===== src/rtl/moore_cnt_fsm.sv =====
// -----------------------------------------------------------------------------
// moore_cnt_fsm
//   Parametrised Moore counter used as a generic sequencer / step counter.
//   Counts modulo MODULO, up or down. It also has a synchronous clear, a
//   parallel load that clamps to MODULO-1, and a saturate or wrap mode at the
//   ends. Every output is a function of registered state only.
//
//   Optional feature (compile-time macro MOORE_CNT_GRAY_EN):
//     defined   : out is a registered Gray encoding of the binary state.
//     undefined : out is the binary state itself, with no extra register.
//
// Parameters
//   WIDTH    : state/output width in bits, 1..16
//   MODULO   : number of states 0..MODULO-1, 2..2^WIDTH
//   SATURATE : 0 = wrap at the ends, 1 = hold at the ends
//
// Ports
//   clk       in   rising-edge clock
//   rst       in   asynchronous, active-high reset
//   en        in   count enable
//   dir       in   1 = count up, 0 = count down
//   clr       in   synchronous clear to 0 (highest priority)
//   load      in   synchronous parallel load (beats en)
//   load_val  in   value to load, clamped to MODULO-1
//   out       out  current state (binary, or Gray with the macro)
//   tc_hi     out  state == MODULO-1
//   tc_lo     out  state == 0
//   wrap      out  registered one-cycle pulse after a wrap event
// -----------------------------------------------------------------------------
module moore_cnt_fsm #(
  parameter int WIDTH    = 4,
  parameter int MODULO   = 10,
  parameter bit SATURATE = 1'b0
) (
  input  logic             clk,
  input  logic             rst,
  input  logic             en,
  input  logic             dir,
  input  logic             clr,
  input  logic             load,
  input  logic [WIDTH-1:0] load_val,
  output logic [WIDTH-1:0] out,
  output logic             tc_hi,
  output logic             tc_lo,
  output logic             wrap
);

  // Compare in WIDTH+1 bits so that MODULO == 2^WIDTH is representable.
  localparam logic [WIDTH:0]   MOD_X  = (WIDTH + 1)'(MODULO);
  localparam logic [WIDTH-1:0] MAX_ST = WIDTH'(MODULO - 1);

  typedef enum logic [2:0] {
    ACT_HOLD,
    ACT_CLR,
    ACT_LOAD,
    ACT_UP,
    ACT_DOWN
  } act_e;

  act_e             act;
  logic [WIDTH-1:0] st_q, st_d;
  logic             wrap_q, wrap_d;
  logic             st_valid;

  // Resolve the per-cycle action with clr > load > en priority.
  always_comb begin
    act = ACT_HOLD;
    if (clr)       act = ACT_CLR;
    else if (load) act = ACT_LOAD;
    else if (en)   act = dir ? ACT_UP : ACT_DOWN;
  end

  assign st_valid = ({1'b0, st_q} < MOD_X);

  // Next-state logic
  always_comb begin
    // NOTE: every combinational output gets a default first so that no path
    // leaves it unassigned, which would otherwise infer a latch.
    st_d   = st_q;
    wrap_d = 1'b0;
    unique case (act)
      ACT_CLR:  st_d = '0;
      ACT_LOAD: st_d = ({1'b0, load_val} < MOD_X) ? load_val : MAX_ST;
      default: begin
        if (!st_valid) begin
          // An unreachable state, such as one left by an upset, recovers
          // to 0 on the next update.
          st_d = '0;
        end else if (act == ACT_UP) begin
          if (st_q != MAX_ST) begin
            st_d = st_q + 1'b1;
          end else if (!SATURATE) begin
            st_d   = '0;
            wrap_d = 1'b1;
          end
        end else if (act == ACT_DOWN) begin
          if (st_q != '0) begin
            st_d = st_q - 1'b1;
          end else if (!SATURATE) begin
            st_d   = MAX_ST;
            wrap_d = 1'b1;
          end
        end
      end
    endcase
  end

  // State register
  always_ff @(posedge clk or posedge rst) begin
    // NOTE: sequential state uses non-blocking assignments so that all
    // registers sample their inputs from the same pre-edge values.
    if (rst) begin
      st_q   <= '0;
      wrap_q <= 1'b0;
    end else begin
      st_q   <= st_d;
      wrap_q <= wrap_d;
    end
  end

`ifdef MOORE_CNT_GRAY_EN
  // The Gray encoding is registered from st_d, so it changes on the same
  // edge as st_q and out still depends only on registered state.
  logic [WIDTH-1:0] gray_q;

  always_ff @(posedge clk or posedge rst) begin
    if (rst) gray_q <= '0;
    else     gray_q <= st_d ^ (st_d >> 1);
  end

  assign out = gray_q;
`else
  assign out = st_q;
`endif

  // The terminal counts decode the binary state in both builds.
  assign tc_hi = (st_q == MAX_ST);
  assign tc_lo = (st_q == '0);
  assign wrap  = wrap_q;

endmodule


===== config.mk =====
export PLATFORM = sky130hd
export DESIGN_NAME = moore_cnt_fsm
export DESIGN_NICKNAME = d
export VERILOG_FILES = /design/src/rtl/moore_cnt_fsm.sv
export SDC_FILE = /design/constraint.sdc
export NUM_CORES = 1
export LEC_CHECK = 0
export ABC_CLOCK_PERIOD_IN_PS = 1600
export BUFFER_PORTS_ARGS = -buffer_cell sky130_fd_sc_hd__buf_2
export CAP_MARGIN = 40
export CORE_ASPECT_RATIO = 1.1
export CORE_MARGIN = 2
export CORE_UTILIZATION = 35
export DETAILED_ROUTE_END_ITERATION = 8
export GPL_TIMING_DRIVEN = 0
export SETUP_SLACK_MARGIN = 0.3
export SYNTH_ARGS = -nofsm -noshare
export SYNTH_HDL_FRONTEND = slang
export SYNTH_SLANG_ARGS = --single-unit

===== constraint.sdc =====
create_clock -name clk -period 1.6 [get_ports clk]
set_input_delay 0.24 -clock clk [delete_from_list [all_inputs] [get_ports clk]]
set_output_delay 0.24 -clock clk [all_outputs]
set_load 0.02 [all_outputs]

## Word-level counts from Yosys, hierarchy flattened

Index checks and enable logic that the tools add are counted.

- Reduce and logical (&&, ||, !) cells: 3
- Mux-type cells: 17
- Add/sub/neg operators: 2
- Equality and inequality tests: 7
- Magnitude comparators: 2

Operators with widths:

| cell | count |
|---|---|
| $mux W4 | 6 |
| $mux W3 | 4 |
| $lt A4 B4 Y1 const B | 2 |
| $pmux W4 S2 | 1 |
| $eq A3 B2 Y1 const B | 2 |
| $mux W1 | 6 |
| $ne A5 B1 Y1 const B | 1 |
| $add A4 B1 Y4 const B | 1 |
| $eq A4 B4 Y1 const B | 1 |
| $logic_not A4 Y1 | 1 |
| $ne A4 B4 Y1 const B | 1 |
| $reduce_bool A4 Y1 | 1 |
| $sub A4 B1 Y4 const B | 1 |
| $eq A3 B1 Y1 const B | 1 |
| $eq A3 B3 Y1 const B | 1 |
| $reduce_or A2 Y1 | 1 |

- Bits of input ports: 10
- Logic and storage cells: 33
- Output and inout port bits: 7
- Register bits: 5

## Longest topological paths before layout

Gate-level depths: netlist of the first run.

- Word-level depth: 9
- Gate-level depth with buffers: 6
- Gate-level depth less buffers: 6

## Worst setup path before layout of the first run

OpenSTA, ideal clock, no wires.

- Kind: register -> register
- Start point: register st_q[1] (netlist: out[1])
- End point: register st_q[1] (netlist: out[1])
- Stages on the path, launching flop included: 7
- Clock period less this slack: 1.912 ns
- Slack: -0.312 ns
- Buffers on the path: 0
- Required time: 1.508 ns
- Setup time: 0.092 ns
- Arrival time: 1.821 ns
- Path through: dfrtp_1 > inv_1 > ha_1 > and3b_1 > or3b_1 > o311a_1 > o31ai_2

- Cells in the longest elaborated chain, start to end: 6
- Elaborated cells between the ends (all ways): 12
- Those cells by class: add/sub (2); order compare (1); eq/ne (2); mux (6); reduce/logical (1)

Ends and longest elaborated chain:

| item | line | RTL |
|---|---|---|
| start, declared | 61 | `logic [WIDTH-1:0] st_q, st_d;` |
| start signal, assigned | 116 | `st_q <= st_d;` |
| $sub A4 B1 Y4 / $reduce_bool A4 Y1 (equally long branches) | 98, 97 |  |
| $mux W4 | 97 | `if (st_q != '0) begin` |
| $mux W4 | 96 | `end else if (act == ACT_DOWN) begin` |
| $mux W4 | 89 | `end else if (act == ACT_UP) begin` |
| $mux W4 | 85 | `if (!st_valid) begin` |
| $pmux W4 S2 | 81 | `unique case (act)` |

Several ways; a longest one is shown, not always the timed one. The select of a mux whose other input is x is not followed.
A chain may end at the register's enable or synchronous reset.

## Worst setup path after layout of the first run

- Start point: register st_q[0] (netlist: out[0])
- End point: register st_q[2] (netlist: out[2])

The elaborated chain is that of the path after synthesis.

==> run summary, run 1 <==
Top FF cell, synth: dfrtp_1
Clock Path Buffers: 2
Commonest cells post-synth: nor2_1 (6), dfrtp_1 (5), inv_1 (5)
Die H: 43.96 um
DRT iter0 DRCs: 7
biggest cell delay along the critical path: 480 ps
Initial Utilization: 0.3718
first-pass GRT wire length: 2.083 mm
Clock Tree Root: clkbuf_4
Pwr Density: 767.8 nW/um2
Die X: 40.33 um
vias in the first global route: 510
WP buf/inv: 0
Crit path required time: 1780 ps
via count: 551
failing checks: setup timing
leakage dissipation: 0.3734 nW
Syn Area/Cell: 8.912 um2
CTS Buf Count: 3
nature of the critical path endpoint: register
antenna diode count: 0
Crit Path Max Fanout: 7
Synth area leaders: dfrtp_1 (25%), ha_1 (9.9%), mux4_2 (4.4%)
Slew HR: 0.8396
Final #Nets: 103
Final Hold Vio Count: 0
Critical Path Start: out[0]$_DFFE_PP0P_
status: finished with violations
grt ovf: 0
Total Routing Usage GR: 0.1750
Synth top area share: 0.2463
Yosys cell types: 33
drt total wl: 1.261 mm
first drt pass iteration count: 4
fmax: 605.7 MHz
CP startpoint kind: register
CP Class: reg -> reg
drt wl/cell: 12.13 um
post-synthesis cell count: 57
Synth warnings: 0
Core ar.: 1366 um2
Worst-path clk slew: 40 ps
syn nets: 71
CTS tree: yes
via-per-instance ratio: 5.298
largest net degree at the start of global routing: 11
die area: 1772 um2
worst slew pin tran: 240.3 ps
Worst Hold Launch: load_val[1]
area growth from synthesis to final layout: 56.90%
Cell Chain, Critical Path: ha_1 -> a21bo_2 -> mux4_2 -> a21oi_2 -> o22a_1
Worst path top cell family by delay: compound AO/OA/AOI/OAI gates
initial antenna violation count: 0
multi-input logic area: 399.1 um2
CTS sink cnt: 5
HP Class: in -> reg
Detailed Place HPWL: 871.2 um
FF-to-FF Start: out[0]$_DFFE_PP0P_
I/O Pins: 17
FP Rows: 14
Skew-Pair Late Insertion Delay: 240 ps
Critical Path AT: 1830 ps
ys async rst share: 1.000
DR DRC count: 0
worst vdd ir: 0.4551 mV
final worst slack: -51.01 ps
area leader, netlist: dfrtp_1
ANT nets after route: 0
share of cells above drive strength 1: 0.5455
crit share post-route: 1.032
EDFF count, synth: 0
Synth Cell Area: 508.0 um2
Slew Viols, Final: 0
Reg area: 130.1 um2
DP Worst Slack: -171.5 ps
# fillers: 119
# setup viols final: 3
#FFs+latches synth: 5
most frequent cell after synthesis: nor2_1
unrepaired setup endpoints after global routing: yes
post-route minimum period: 1651 ps
IO buf count: 16
htree depth: 1
Max stage delay cell, worst path: mux4_2
Final Skew: 3.752 ps
RD Place Congestion: 0.7412
maxcap violations: 0
post-synthesis sequential area ratio: 0.2463
final hold slack: 282.7 ps
Fin Setup TNS: -66.51 ps
layout make-up:
cell class / count / share of cell area
multi-input combinational: 45 / 0.5008
timing repair buffer: 27 / 0.2276
sequential: 5 / 0.1633
clock buffer: 4 / 0.03297
inverter: 5 / 0.02669
tap: 16 / 0.02512
buffer: 2 / 0.02355
logic make-up after synthesis:
kind of cell,count (synthesis),share of synthesized area
compound gates,16,0.2512
fa+ha+maj,4,0.09853
buf+inv,7,0.06650
flops,5,0.2463
mux,1,0.04433
simple gates,24,0.2931
flip-flops by register name, indices dropped and copies added (netlist names):
signal	cells
out	4
wrap	1
layout by cell type (no fill, tap or decap), types with 2 or more instances in the layout:
cell type | synthesis | final
nand2_1 | 4 | 3
buf_4 | 0 | 9
nand3b_1 | 2 | 2
ha_1 | 4 | 2
nor2_1 | 6 | 6
dfrtp_2 | 0 | 4
nand2b_1 | 2 | 2
inv_1 | 5 | 3
buf_6 | 1 | 4
buf_2 | 0 | 14
clkbuf_4 | 0 | 4
a31oi_1 | 2 | 2
ha_4 | 0 | 2
final timing paths:
| path | slack, ps | depth (start not counted) | endpoint |
|---|---|---|---|
| setup / recovery | -50 | 5 | out[2]$_DFFE_PP0P_ |
| hold / removal | 280 | 3 | out[1]$_DFFE_PP0P_ |
| setup reg to reg | -50 | 5 | out[2]$_DFFE_PP0P_ |
| hold reg to reg | 660 | 2 | out[0]$_DFFE_PP0P_ |
| max in group asynchronous | 960 | 3 | out[1]$_DFFE_PP0P_ |
| min in group asynchronous | 450 | 3 | out[2]$_DFFE_PP0P_ |
worst reg2reg max path, delay by kind of cell (launching register included):
kind / cells / cell delay, ps
AOI/OAI and AO/OA: 3 / 490
adders and majority gates: 1 / 180
DFF: 1 / 440
muxes: 1 / 480
routing by layer:
metal	wire length, um	up-vias	global-route usage
met5	0	-	0
met4	0	0	0.02000
met3	55	0	0.07692
met2	644	16	0.2762
met1	562	259	0.2244
li1	-	276	-
power breakdown:
group          internal, mW  total [mW]  switching, mW
Combinational         0.159       0.302          0.143
Sequential            0.142       0.164         0.0220
Clock                0.0943       0.146         0.0516
repair_timing:
action | CTS | global route
setup buffers | 8 | 2
hold buffers | 1 | 0
pin swaps | 7 | 3
setup endpoints to repair | 7 | 7
gates resized for setup | 8 | 2
hold endpoints to repair | 5 | 0
through the flow:
| stage | total power, mW | cells | utilization | cell area [um2] |
|---|---|---|---|---|
| 5_1_grt | 0.6637 | 104 | 0.5833 | 797.0 |
| 2_1_floorplan | 0.3280 | 57 | - | 549.3 |
| 3_5_place_dp | 0.3909 | 89 | 0.4753 | 649.4 |
| 4_1_cts | 0.5925 | 102 | 0.5641 | 770.7 |
| 3_3_place_gp | 0.3939 | 89 | 0.4753 | 649.4 |
| 6_report | 0.6119 | 104 | 0.5833 | 797.0 |
Power figures use the tool's default switching activity.
==> inputs of run 2 (changes only) <==
- GPL_TIMING_DRIVEN: 0 -> not set
==> run 2 against run 1 <==
Against the previous run:
- the run still ends with setup timing left
- clock power grew 3%
- critical path depth grew 1
- highest routed layer unchanged
- critical endpoint is now out[1]$_DFFE_PP0P_
- combinational power grew 2%
- via count grew 2.0%
- cell area grew 4.7%
- critical path type unchanged
==> run summary, run 2 (synthesis results as in run 1) <==
worst slew pin tran: 250.4 ps (was 240.3 ps)
most frequent cells in the layout: buf_4 (15), buf_2 (14), nor2_1 (6) (was buf_2 (14), buf_4 (9), nor2_1 (6))
# fillers: 123 (was 119)
Total Power: 633.1 uW (was 611.9 uW)
Core ar.: 1366 um2 (unchanged)
design area: 834.6 um2 (was 797.0 um2)
CP Class: reg -> reg (unchanged)
FP Rows: 14 (unchanged)
drt wl/cell: 13.16 um (was 12.13 um)
Worst-path clk slew: 40 ps (about the same)
fmax: 612.4 MHz (was 605.7 MHz)
Clock Tree Root: clkbuf_4 (unchanged)
area growth from synthesis to final layout: 64.29% (was 56.90%)
nature of the critical path endpoint: register (unchanged)
Final Hold Vio Count: 0 (unchanged)
CTS tree: yes (unchanged)
via-per-instance ratio: 5.156 (was 5.298)
Pwr Density: 758.6 nW/um2 (was 767.8 nW/um2)
vias in the first global route: 543 (was 510)
CTS sink cnt: 5 (unchanged)
DR WL met2: 746 um (was 644 um)
final hold slack: 272.6 ps (was 282.7 ps)
Placed Instances: 100 (was 89)
DP Worst Slack: -24.31 ps (was -171.5 ps)
IO buf count: 16 (unchanged)
ANT nets after route: 0 (unchanged)
number of flip-flops in the largest register: 4 (unchanged)
DRT iter0 DRCs: 7 (unchanged)
Final #Nets: 108 (was 103)
Clock Path Buffers: 2 (unchanged)
first-pass GRT wire length: 2.318 mm (was 2.083 mm)
HP Class: in -> reg (unchanged)
Fin Setup TNS: -52.55 ps (was -66.51 ps)
grt ovf: 0 (unchanged)
Slew Viols, Final: 0 (unchanged)
worst vdd ir: 0.3804 mV (was 0.4551 mV)
Crit Path Max Fanout: 4 (was 7)
Skew-Pair Late Insertion Delay: 250 ps (was 240 ps)
largest net degree at the start of global routing: 12 (was 11)
highest routing layer actually used: met3 (unchanged)
Total Routing Usage GR: 0.1952 (was 0.1750)
Final Core Density: 0.6108 (was 0.5833)
htree depth: 1 (unchanged)
CP startpoint kind: register (unchanged)
Finished Layout Cells: 109 (was 104)
Final Skew: 4.463 ps (was 3.752 ps)
most common cell after layout, fill and taps aside: buf_4 (was buf_2)
antenna diode count: 0 (unchanged)
Crit path required time: 1750 ps (was 1780 ps)
Slew HR: 0.8324 (was 0.8396)
post-route minimum period: 1633 ps (was 1651 ps)
initial antenna violation count: 0 (unchanged)
via count: 562 (was 551)
RD Place Congestion: 0.7391 (was 0.7412)
Worst Hold Launch: load_val[1] (unchanged)
Die X: 40.33 um (unchanged)
final worst slack: -32.86 ps (was -51.01 ps)
Critical Path AT: 1780 ps (was 1830 ps)
first drt pass iteration count: 4 (unchanged)
die area: 1772 um2 (unchanged)
I/O Pins: 17 (unchanged)
# setup viols final: 2 (was 3)
DR DRC count: 0 (unchanged)
Detailed Place HPWL: 1.087 mm (was 871.2 um)
failing checks: setup timing (unchanged)
status: finished with violations (unchanged)
wire length on met3: 43 um (was 55 um)
crit share post-route: 1.021 (was 1.032)
leakage dissipation: 0.3980 nW (was 0.3734 nW)
Critical Path Start: out[1]$_DFFE_PP0P_ (was out[0]$_DFFE_PP0P_)
Die H: 43.96 um (unchanged)
FF-to-FF Start: out[1]$_DFFE_PP0P_ (was out[0]$_DFFE_PP0P_)
CTS Buf Count: 3 (unchanged)
M1 wire length: 644 um (was 562 um)
share of cells above drive strength 1: 0.5699 (was 0.5455)
Initial Utilization: 0.3718 (unchanged)
unrepaired setup endpoints after global routing: yes (unchanged)
maxcap violations: 0 (unchanged)
drt total wl: 1.434 mm (was 1.261 mm)
Post-DP Area: 728.2 um2 (was 649.4 um2)
==> run 2: changes by cell type in the layout (fill, tap and decap cells not counted) <==
cell,change
buf_4,+6
clkbuf_4,-1
==> run 2: area by class of cell <==
cell class / instances / area, um2 / share of cell area
Clock buffer: 4 / 26.28 / 0.03148
Inverter: 5 / 21.27 / 0.02549
Multi-Input combinational cell: 45 / 399.1 / 0.4783
Sequential cell: 5 / 130.1 / 0.1559
Tap cell: 16 / 20.02 / 0.02399
Timing Repair Buffer: 34 / 237.7 / 0.2849
==> run 2: final timing paths <==
check	endpoint	slack (ps)	cells after the start
min reg2reg	out[2]$_DFFE_PP0P_	670	1
max	out[1]$_DFFE_PP0P_	-30	6
max in group asynchronous	out[0]$_DFFE_PP0P_	960	3
min	out[1]$_DFFE_PP0P_	270	3
min in group asynchronous	wrap$_DFF_PP0_	440	3
max reg2reg	out[1]$_DFFE_PP0P_	-30	6
==> run 2: timing repair <==
item | CTS | global route
endpoints found under the setup margin | 7 | 7
resized for setup | 9 | 2
pin swaps | 10 | 1
endpoints found under the hold margin | 5 | 0
buffers inserted | 3 | 1
hold buffers | 1 | 0
==> run 2: per-layer routing <==
| metal | GRT usage | vias to the layer above |
|---|---|---|
| met5 | 0 | - |
| met4 | 0.08000 | 0 |
| met3 | 0.03077 | 0 |
| met1 | 0.2444 | 260 |
| li1 | - | 288 |
| met2 | 0.3206 | 14 |
==> run 2: worst max-delay path, stage by stage (launching register included) <==
cell and delay (ps):
dfrtp_2 400, inv_4 60, ha_4 160, and3b_2 220, or3b_1 360, o311a_1 140, o31ai_2 190
==> run 2: power breakdown <==
group | total (mW) | leakage, nW | switching [mW] | internal, mW
logic | 0.308 | 0.323 | 0.142 | 0.167
clock network | 0.151 | 0.0150 | 0.0565 | 0.0946
registers | 0.174 | 0.0600 | 0.0312 | 0.142
total | 0.633 | 0.398 | 0.229 | 0.404
